<file path="src/rtl/uart_pkg.sv">
// uart_pkg: shared state type, line-ending constants and sizing helper for the
// UART byte-stream blocks.
package uart_pkg;

  typedef enum logic {
    BANNER = 1'b0,
    ECHO   = 1'b1
  } state_t;

  localparam logic [7:0] CR = 8'h0D;
  localparam logic [7:0] LF = 8'h0A;

  // Occupancy counter needs one extra bit to represent "full".
  function automatic int fifo_count_width(input int depth);
    return $clog2(depth) + 1;
  endfunction

endpackage

</file>
<file path="src/rtl/sync_fifo.sv">
// sync_fifo: single-clock FIFO with synchronous active-high reset; pop when full
// frees the slot so a simultaneous push is accepted.
module sync_fifo
  import uart_pkg::*;
#(
  parameter int DATA_WIDTH = 8,
  parameter int FIFO_DEPTH = 16
) (
  input  logic                                   clk,
  input  logic                                   rst,
  input  logic                                   push,
  input  logic [DATA_WIDTH-1:0]                  push_data,
  input  logic                                   pop,
  output logic [DATA_WIDTH-1:0]                  pop_data,
  output logic                                   full,
  output logic                                   empty,
  output logic [fifo_count_width(FIFO_DEPTH)-1:0] count
);

  localparam int AW = $clog2(FIFO_DEPTH);
  localparam int CW = fifo_count_width(FIFO_DEPTH);

  logic [DATA_WIDTH-1:0] mem [FIFO_DEPTH];
  logic [AW-1:0]         wr_ptr;
  logic [AW-1:0]         rd_ptr;
  logic                  do_push;
  logic                  do_pop;

  assign full     = (count == CW'(FIFO_DEPTH));
  assign empty    = (count == '0);
  assign do_pop   = pop && !empty;
  assign do_push  = push && (!full || do_pop);
  assign pop_data = mem[rd_ptr];

  // NOTE: sequential state uses non-blocking (<=) so every register samples
  // pre-edge values regardless of statement order.
  always_ff @(posedge clk) begin
    if (rst) begin
      wr_ptr <= '0;
      rd_ptr <= '0;
      count  <= '0;
    end else begin
      if (do_push) wr_ptr <= wr_ptr + AW'(1);
      if (do_pop)  rd_ptr <= rd_ptr + AW'(1);
      if (do_push && !do_pop)      count <= count + CW'(1);
      else if (do_pop && !do_push) count <= count - CW'(1);
    end
  end

  // NOTE: storage has no reset; count/pointers gate every read, so stale
  // contents are never observed and the array can map onto plain RAM.
  always_ff @(posedge clk) begin
    if (do_push) mem[wr_ptr] <= push_data;
  end

endmodule

</file>
<file path="src/rtl/uart_banner_echo.sv">
// uart_banner_echo: sends a banner after reset (or on TRIGGER_CHAR), then echoes
// rx bytes through a FIFO. Define BANNER_CRLF_EN to append CR LF to the banner.
module uart_banner_echo
  import uart_pkg::*;
#(
  parameter int                          DATA_WIDTH   = 8,
  parameter int                          MSG_LEN      = 16,
  parameter logic [DATA_WIDTH*MSG_LEN-1:0] MSG        = "Hello, World!   ",
  parameter int                          FIFO_DEPTH   = 16,
  parameter logic [DATA_WIDTH-1:0]       TRIGGER_CHAR = 8'h12
) (
  input  logic                                   clk,
  input  logic                                   rst,
  input  logic [DATA_WIDTH-1:0]                  rx_data,
  input  logic                                   rx_valid,
  input  logic                                   tx_ready,
  output logic [DATA_WIDTH-1:0]                  tx_data,
  output logic                                   tx_valid,
  output logic                                   banner_busy,
  output logic                                   overflow,
  output logic [fifo_count_width(FIFO_DEPTH)-1:0] fifo_count
);

`ifdef BANNER_CRLF_EN
  localparam int BANNER_LEN = MSG_LEN + 2;
`else
  localparam int BANNER_LEN = MSG_LEN;
`endif
  localparam int IDX_W    = (BANNER_LEN > 1) ? $clog2(BANNER_LEN) : 1;
  localparam int ROM_SIZE = 2 ** IDX_W;
  localparam logic [IDX_W-1:0] LAST_IDX = IDX_W'(BANNER_LEN - 1);

  // Character 0 is the most significant word of MSG (string-literal order).
  logic [DATA_WIDTH-1:0] banner_rom [ROM_SIZE];
  for (genvar i = 0; i < ROM_SIZE; i++) begin : g_rom
    if (i < MSG_LEN) begin : g_msg
      assign banner_rom[i] = MSG[DATA_WIDTH*(MSG_LEN-1-i) +: DATA_WIDTH];
`ifdef BANNER_CRLF_EN
    end else if (i == MSG_LEN) begin : g_cr
      assign banner_rom[i] = DATA_WIDTH'(CR);
    end else if (i == MSG_LEN + 1) begin : g_lf
      assign banner_rom[i] = DATA_WIDTH'(LF);
`endif
    end else begin : g_pad
      assign banner_rom[i] = '0;
    end
  end

  state_t                state, state_d;
  logic [IDX_W-1:0]      index, index_d;
  logic                  banner_pending, pending_d;
  logic                  tx_valid_d;
  logic [DATA_WIDTH-1:0] tx_data_d;
  logic                  overflow_d;
  logic                  load_en;
  logic                  rx_push;
  logic                  fifo_pop;
  logic                  fifo_full;
  logic                  fifo_empty;
  logic [DATA_WIDTH-1:0] fifo_head;

  assign rx_push     = rx_valid && (rx_data != TRIGGER_CHAR);
  // Output register is free when empty or being consumed this cycle.
  assign load_en     = !tx_valid || tx_ready;
  assign banner_busy = (state == BANNER);

  sync_fifo #(
    .DATA_WIDTH(DATA_WIDTH),
    .FIFO_DEPTH(FIFO_DEPTH)
  ) u_fifo (
    .clk      (clk),
    .rst      (rst),
    .push     (rx_push),
    .push_data(rx_data),
    .pop      (fifo_pop),
    .pop_data (fifo_head),
    .full     (fifo_full),
    .empty    (fifo_empty),
    .count    (fifo_count)
  );

  // NOTE: every output of this block gets a default first; a path that left
  // one unassigned would infer a latch.
  always_comb begin
    state_d    = state;
    index_d    = index;
    pending_d  = banner_pending;
    tx_valid_d = tx_valid;
    tx_data_d  = tx_data;
    fifo_pop   = 1'b0;

    if (rx_valid && (rx_data == TRIGGER_CHAR) && (state == ECHO)) pending_d = 1'b1;

    if (load_en) begin
      unique case (state)
        BANNER: begin
          tx_valid_d = 1'b1;
          tx_data_d  = banner_rom[index];
          if (index == LAST_IDX) begin
            state_d = ECHO;
            index_d = '0;
          end else begin
            index_d = index + IDX_W'(1);
          end
        end
        ECHO: begin
          if (banner_pending) begin
            state_d    = BANNER;
            pending_d  = 1'b0;
            tx_valid_d = 1'b0;
          end else if (!fifo_empty) begin
            fifo_pop   = 1'b1;
            tx_valid_d = 1'b1;
            tx_data_d  = fifo_head;
          end else begin
            tx_valid_d = 1'b0;
          end
        end
      endcase
    end

    overflow_d = overflow || (rx_push && fifo_full && !fifo_pop);
  end

  always_ff @(posedge clk) begin
    if (rst) begin
      state          <= BANNER;
      index          <= '0;
      banner_pending <= 1'b0;
      tx_valid       <= 1'b0;
      tx_data        <= '0;
      overflow       <= 1'b0;
    end else begin
      state          <= state_d;
      index          <= index_d;
      banner_pending <= pending_d;
      tx_valid       <= tx_valid_d;
      tx_data        <= tx_data_d;
      overflow       <= overflow_d;
    end
  end

endmodule

</file>
<file path="config.mk">
export PLATFORM = sky130hd
export DESIGN_NAME = uart_banner_echo
export DESIGN_NICKNAME = d
export VERILOG_FILES = /design/src/rtl/uart_pkg.sv /design/src/rtl/sync_fifo.sv /design/src/rtl/uart_banner_echo.sv
export SDC_FILE = /design/constraint.sdc
export NUM_CORES = 1
export LEC_CHECK = 0
export CAP_MARGIN = 20
export CORE_UTILIZATION = 41
export CTS_CLUSTER_DIAMETER = 200
export DETAILED_ROUTE_END_ITERATION = 8
export GPL_TIMING_DRIVEN = 0
export PLACE_DENSITY = 0.7
export REMOVE_ABC_BUFFERS = 1
export SYNTH_ARGS = -nofsm -noshare
export SYNTH_HDL_FRONTEND = slang
export SYNTH_SLANG_ARGS = --single-unit
</file>
<file path="constraint.sdc">
create_clock -name clk -period 3.9 [get_ports clk]
set_input_delay 0.78 -clock clk [delete_from_list [all_inputs] [get_ports clk]]
set_output_delay 0.78 -clock clk [all_outputs]
set_load 0.1 [all_outputs]
</file>
# Yosys cells after proc, flatten, opt, wreduce, memory -nomap -nowiden
# Memories as Yosys holds them, arrays and structs flattened. A register that Yosys moved wholly into a read port is not among the register bits.
# Cells that the tools add are included.
# classes
reduce_logical	22
n_bitwise	2
order_cmp	1
n_eq_ne	6
muxes	24
add_sub_neg	5
# op_table
operator	count
8-bit 2-to-1 mux	4
8-bit case mux with 2 select lines	1
4-bit by 1-bit adder with 4-bit output, second input constant	3
1-bit 2-to-1 mux	12
4-bit 2-to-1 mux	3
5-bit 2-to-1 mux	2
1-bit logical AND	9
8-bit by 5-bit equality test with 1-bit output, second input constant	1
8-bit by 5-bit != test with 1-bit output, second input constant	1
1-bit logical NOT	6
5-bit by 1-bit adder with 5-bit output, second input constant	1
5-bit equality test, second input constant	1
5-bit >= comparator, second input constant	1
5-bit logical NOT	1
4-bit inverter with 5-bit output	1
5-bit by 1-bit subtractor with 5-bit output, second input constant	1
4-bit equality test, second input constant	1
2-bit != test, second input constant	2
1-bit case mux with 2 select lines	2
1-bit logical OR	3
3-bit AND reduction	1
2-bit AND reduction	1
2-bit nonzero test	1
1-bit inverter	1
# word_totals
n_memories	2
ramBits	128
wordCells	71
output_inout_bits	16
in_bits	12
mem_bits_ro	128
regBits	29
# mem_list
name	words	word_bits	read_ports	rd_clocked_by_memory_dff	write_ports	line	source
(name not given)	16	8	1	0	0	uart_banner_echo.sv:98	tx_data_d = banner_rom[index];
u_fifo.mem	16	8	1	1	1	sync_fifo.sv:23	logic [DATA_WIDTH-1:0] mem [FIFO_DEPTH];

# Depth between registers and ports, before layout
# Gate-level depths: netlist (run 1).
# depth
depth_word	12
depth_mapped	12
ltp_nobuf	11

# By module
# A second synthesis (run 1) with hierarchy kept.
# unflattened
hier_cells	431
hier_area_um2	6779.0
# by_module_without_submodules
mod	seq_area_each_um2	area_each_um2	instances	cells_each
sync_fifo	4184.0	5811.8	1	316
uart_banner_echo	320.3	967.2	1	115

# Worst setup path before layout (run 1)
# No wires, ideal clock.
# synth_path
path_kind	register -> register
start	reg u_fifo.count[0]
end	reg u_fifo.count[4]
period_less_slack_ns	3.661
t_arrival_ns	3.541
n_path_buf	0
setup_ns	0.121
slack_ns	0.239
path_stages_with_launch	12
path_cell_list	dfxtp_1 -> nor4_4 -> a2111oi_4 -> inv_1 -> ha_1 -> inv_1 -> ha_1 -> nor2b_1 -> o21a_1 -> or3_1 -> a21oi_1 -> mux2_2
# synth_between
elab_chain_cells	11
# synth_lines
item	line	source
start, declared	sync_fifo.sv:17	output logic [fifo_count_width(FIFO_DEPTH)-1:0] count
start signal, assigned	sync_fifo.sv:45	if (do_push && !do_pop) count <= count + CW'(1);
start signal, assigned	sync_fifo.sv:46	else if (do_pop && !do_push) count <= count - CW'(1);
5-bit logical NOT	sync_fifo.sv:30	assign empty = (count == '0);
1-bit 2-to-1 mux	uart_banner_echo.sv:111	end else if (!fifo_empty) begin
1-bit 2-to-1 mux	uart_banner_echo.sv:107	if (banner_pending) begin
1-bit 2-to-1 mux	uart_banner_echo.sv:95	unique case (state)
1-bit 2-to-1 mux	uart_banner_echo.sv:94	if (load_en) begin
1-bit logical AND	sync_fifo.sv:31	assign do_pop = pop && !empty;
1-bit logical OR	sync_fifo.sv:32	assign do_push = push && (!full || do_pop);
1-bit logical AND	sync_fifo.sv:32	
1-bit logical NOT	sync_fifo.sv:46	
1-bit logical AND	sync_fifo.sv:46	
2-bit nonzero test (no source line)	n/a	
# Several ways; a longest one is shown, not always the timed one. The select of a mux whose other input is x is not followed.
# A chain may end at the register's enable or synchronous reset.

# Final worst setup path (run 1)
# layout_path
start	in rx_data[2]
end	reg u_fifo.count[4]
# layout_between
elab_chain_cells	6
# layout_lines
item	line	source
start, declared	uart_banner_echo.sv:14	input logic [DATA_WIDTH-1:0] rx_data,
8-bit by 5-bit != test with 1-bit output *	uart_banner_echo.sv:62	assign rx_push = rx_valid && (rx_data != TRIGGER_CHAR);
1-bit logical AND *	uart_banner_echo.sv:62	
1-bit logical AND *	sync_fifo.sv:32	
1-bit logical NOT	sync_fifo.sv:46	
1-bit logical AND	sync_fifo.sv:46	
2-bit nonzero test (no source line)	n/a	
# Every way passes the cells marked *; elsewhere a longest branch is shown, timed or not.

==> impl_metrics.tcl, run 1 <==
set metrics [dict create \
    n_antenna_cell 0 \
    start_kind "input pin" \
    antenna_found_initial 0 \
    relSlewSlack_pct 26.4 \
    initial_core_util_pct 42.5 \
    synth_seq_area_share_pct 65.8 \
    place_inst 667 \
    critPathSlowestCell "clkdlybuf4s15_1" \
    post-route-period-util_pct 96.2 \
    insertion_delay_ns 0.43 \
    worst_slack_ns 0.149 \
    ios 28 \
    grt_pass1_vias 3855 \
    synthToLayoutAreaGrowth_pct 15.5 \
    avgSynthCellArea_sq_um 15.5 \
    tns_ns 0 \
    skew_ns 0.00733 \
    max_freq_mhz 267 \
    cts.sinks 161 \
    endpoint_kind "flop" \
    stdcell_area_sq_um 7910 \
    fin_nets 501 \
    overflow 0 \
    cpPeakStageDelay_ns 0.52 \
    synthFlopType "edfxtp_1" \
    gr-usage-all-layers_pct 17.2 \
    die_h_microns 131 \
    ctsHoldBuffers 0 \
    hold_class "reg2reg" \
    report.final.slew_viol_count 0 \
    die_area_sq_um 17200 \
    ir_drop_mv 0.338 \
    cts-root-buf "clkbuf_16" \
    syn_inst 441 \
    hold_depth 2 \
    reg2reg_depth 11 \
    drt_wl_total_mm 13.9 \
    io_buffers 27 \
    cp_cell_sequence "clkdlybuf4s15_1 -> nor4b_4 -> a21oi_1 -> and2_2 -> ha_1 -> inv_1 -> ha_1 -> nor2b_1 -> o21a_1 -> or3_1 -> a21oi_1 -> mux2_2" \
    fillers 1396 \
    crit_required_ns 4.21 \
    synth_edf_count 128 \
    fin_cells 700 \
    worst_pin_slew_ns 1.10 \
    antenna_left 0 \
    min_period_ns 3.75 \
    ys_types 55 \
    synth-async-reset-ratio_pct 0 \
    ctsHtreeMaxLevel 4 \
    dpl.hpwl_mm 9.05 \
    hold_viol_final 0 \
    arrival_ns 4.07 \
    power_density_nw_per_um2 517 \
    cts_inserted_buffers 17 \
    grt_pass1_wl_mm 21.6 \
    ys_ff_latch 161 \
    finalSetupViolCount 0 \
    synth_warnings 0 \
    first_iter_violations 432 \
    cp_max_fo 17 \
    die_w_microns 131 \
    drive_gt1_share_pct 16.7 \
    p_leak_nw 2.57 \
    power_mw 4.09 \
    netlist_area_sq_um 6850 \
    status "complete, no violations" \
    rows 46 \
    drc 0 \
    cts.path.max_buffers 2 \
    path_class "in2reg" \
    dp_slack_ns -0.949 \
    dr.pass1.iters 5 \
    cts_tree "built" \
    wire_per_inst_microns 19.8 \
    core_area_sq_um 16100 \
    vias_per_cell 5.49 \
    clk_pin_slew_ns 0.06 \
    place_congestion 0.804 \
    placed_area_sq_um 7310 \
    grt_max_degree 35 \
    maxCapViolations 0 \
    num_vias 3843 \
]
==> critical path, delay by kind of cell <==
family | cells | cell delay, ns
simple gates | 4 | 1.20
buf+inv | 2 | 0.66
fa+ha+maj | 2 | 0.54
compound gates | 3 | 0.53
mux | 1 | 0.35
==> routing by layer <==
metal	track usage (%)	share of wire, %
met2	26.8	48
met5	0	0
met4	6.54	1.5
met3	4.17	4.9
met1	23.1	46
==> state kept, by name, indices dropped and copies added, names as in the netlist, named ones only <==
name,flops
u_fifo.mem,128
state,1
tx_data,8
banner_pending,1
u_fifo.rd_ptr,4
u_fifo.count,5
u_fifo.wr_ptr,4
overflow,1
tx_valid,1
index,4
==> per-stage QoR <==
stage	utilization, %	hold slack [ns]
4_1_cts	49.0	0.493
5_1_grt	49.1	0.511
2_1_floorplan	-	0.460
6_report	49.1	0.492
3_5_place_dp	45.4	0.472
3_3_place_gp	45.0	0.469
==> layout by cell type, fill, tap and decap left out, types with 5 or more instances in the layout <==
master           instances
edfxtp_1               128
nand3_1                  8
ha_1                    17
inv_1                   11
dfxtp_1                 31
o21ai_0                 14
a21oi_1                 21
nand2_1                 15
nor2_1                  38
xor2_1                   5
clkdlybuf4s50_1         19
nor2b_1                  8
a211oi_1                 7
nor3_1                   6
clkbuf_16               17
nand2b_1                 5
mux2i_1                 22
mux4_2                  23
==> where the power goes <==
| part | internal (mW) | switching, mW | total, mW |
|---|---|---|---|
| Combinational | 0.163 | 0.364 | 0.526 |
| Clock | 0.938 | 0.663 | 1.60 |
| Sequential | 1.91 | 0.0473 | 1.96 |
==> kinds of logic (layout without fill, tap and decap cells) <==
logic type	count (synthesis)	count (layout)	synth area share [%]
AOI/OAI and AO/OA	66	66	6.65
xor gates and xnor gates	7	7	0.895
adders and majority gates	18	18	3.40
buffers and inverters	35	78	2.72
DFF	161	161	65.8
muxes	54	54	13.0
and+or+nand+nor	100	100	7.58
==> final timing paths <==
path,slack [ns],to,from
worst max-delay path,0.15,u_fifo.count[4],rx_data[2]
worst min-delay path,0.49,tx_data[5],tx_data[5]
worst max register to register,0.36,u_fifo.count[4],state
worst min register to register,0.49,tx_data[5],tx_data[5]
==> cell usage after synthesis (4+ instances only) <==
master,count,area (sq um)
a21oi_1,21,105
mux2i_1,22,220
nor2_1,38,143
buf_6,6,67.6
a211oi_1,7,52.6
ha_1,17,213
edfxtp_1,128,3840
buf_1,5,18.8
nor2b_1,8,50.1
nand3b_1,4,30.0
o21ai_0,14,70.1
clkbuf_1,8,30.0
nand3_1,8,40.0
nand2b_1,5,31.3
mux2_2,4,45.0
nand2_1,15,56.3
inv_1,11,41.3
nor3_1,6,30.0
mux4_2,23,518
dfxtp_1,33,661
xor2_1,5,43.8
==> repair_timing <==
item / 4_1_cts / 5_1_grt
resized for setup: 15 / 11
pin swaps: 0 / 0
setup buffers: 0 / 0
setup endpoints to repair: 1 / 1
==> area by class of cell <==
type                            instances  area (sq um)  share of cell area, %
Timing Repair Buffer                   34           343                   4.33
Clock buffer                           18           429                   5.42
Clock inverter                         14           138                   1.74
Inverter                               12          45.0                  0.569
Tap cell                              216           270                   3.42
Multi-Input combinational cell        245          2180                   27.6
Sequential cell                       161          4510                   57.0
Power figures use the tool's default switching activity.
==> run 2: changes to the inputs <==
- TNS_END_PERCENT: default -> 20
==> results of run 2 <==
No change in the layout: final DEF, timing and power equal those of run 1.
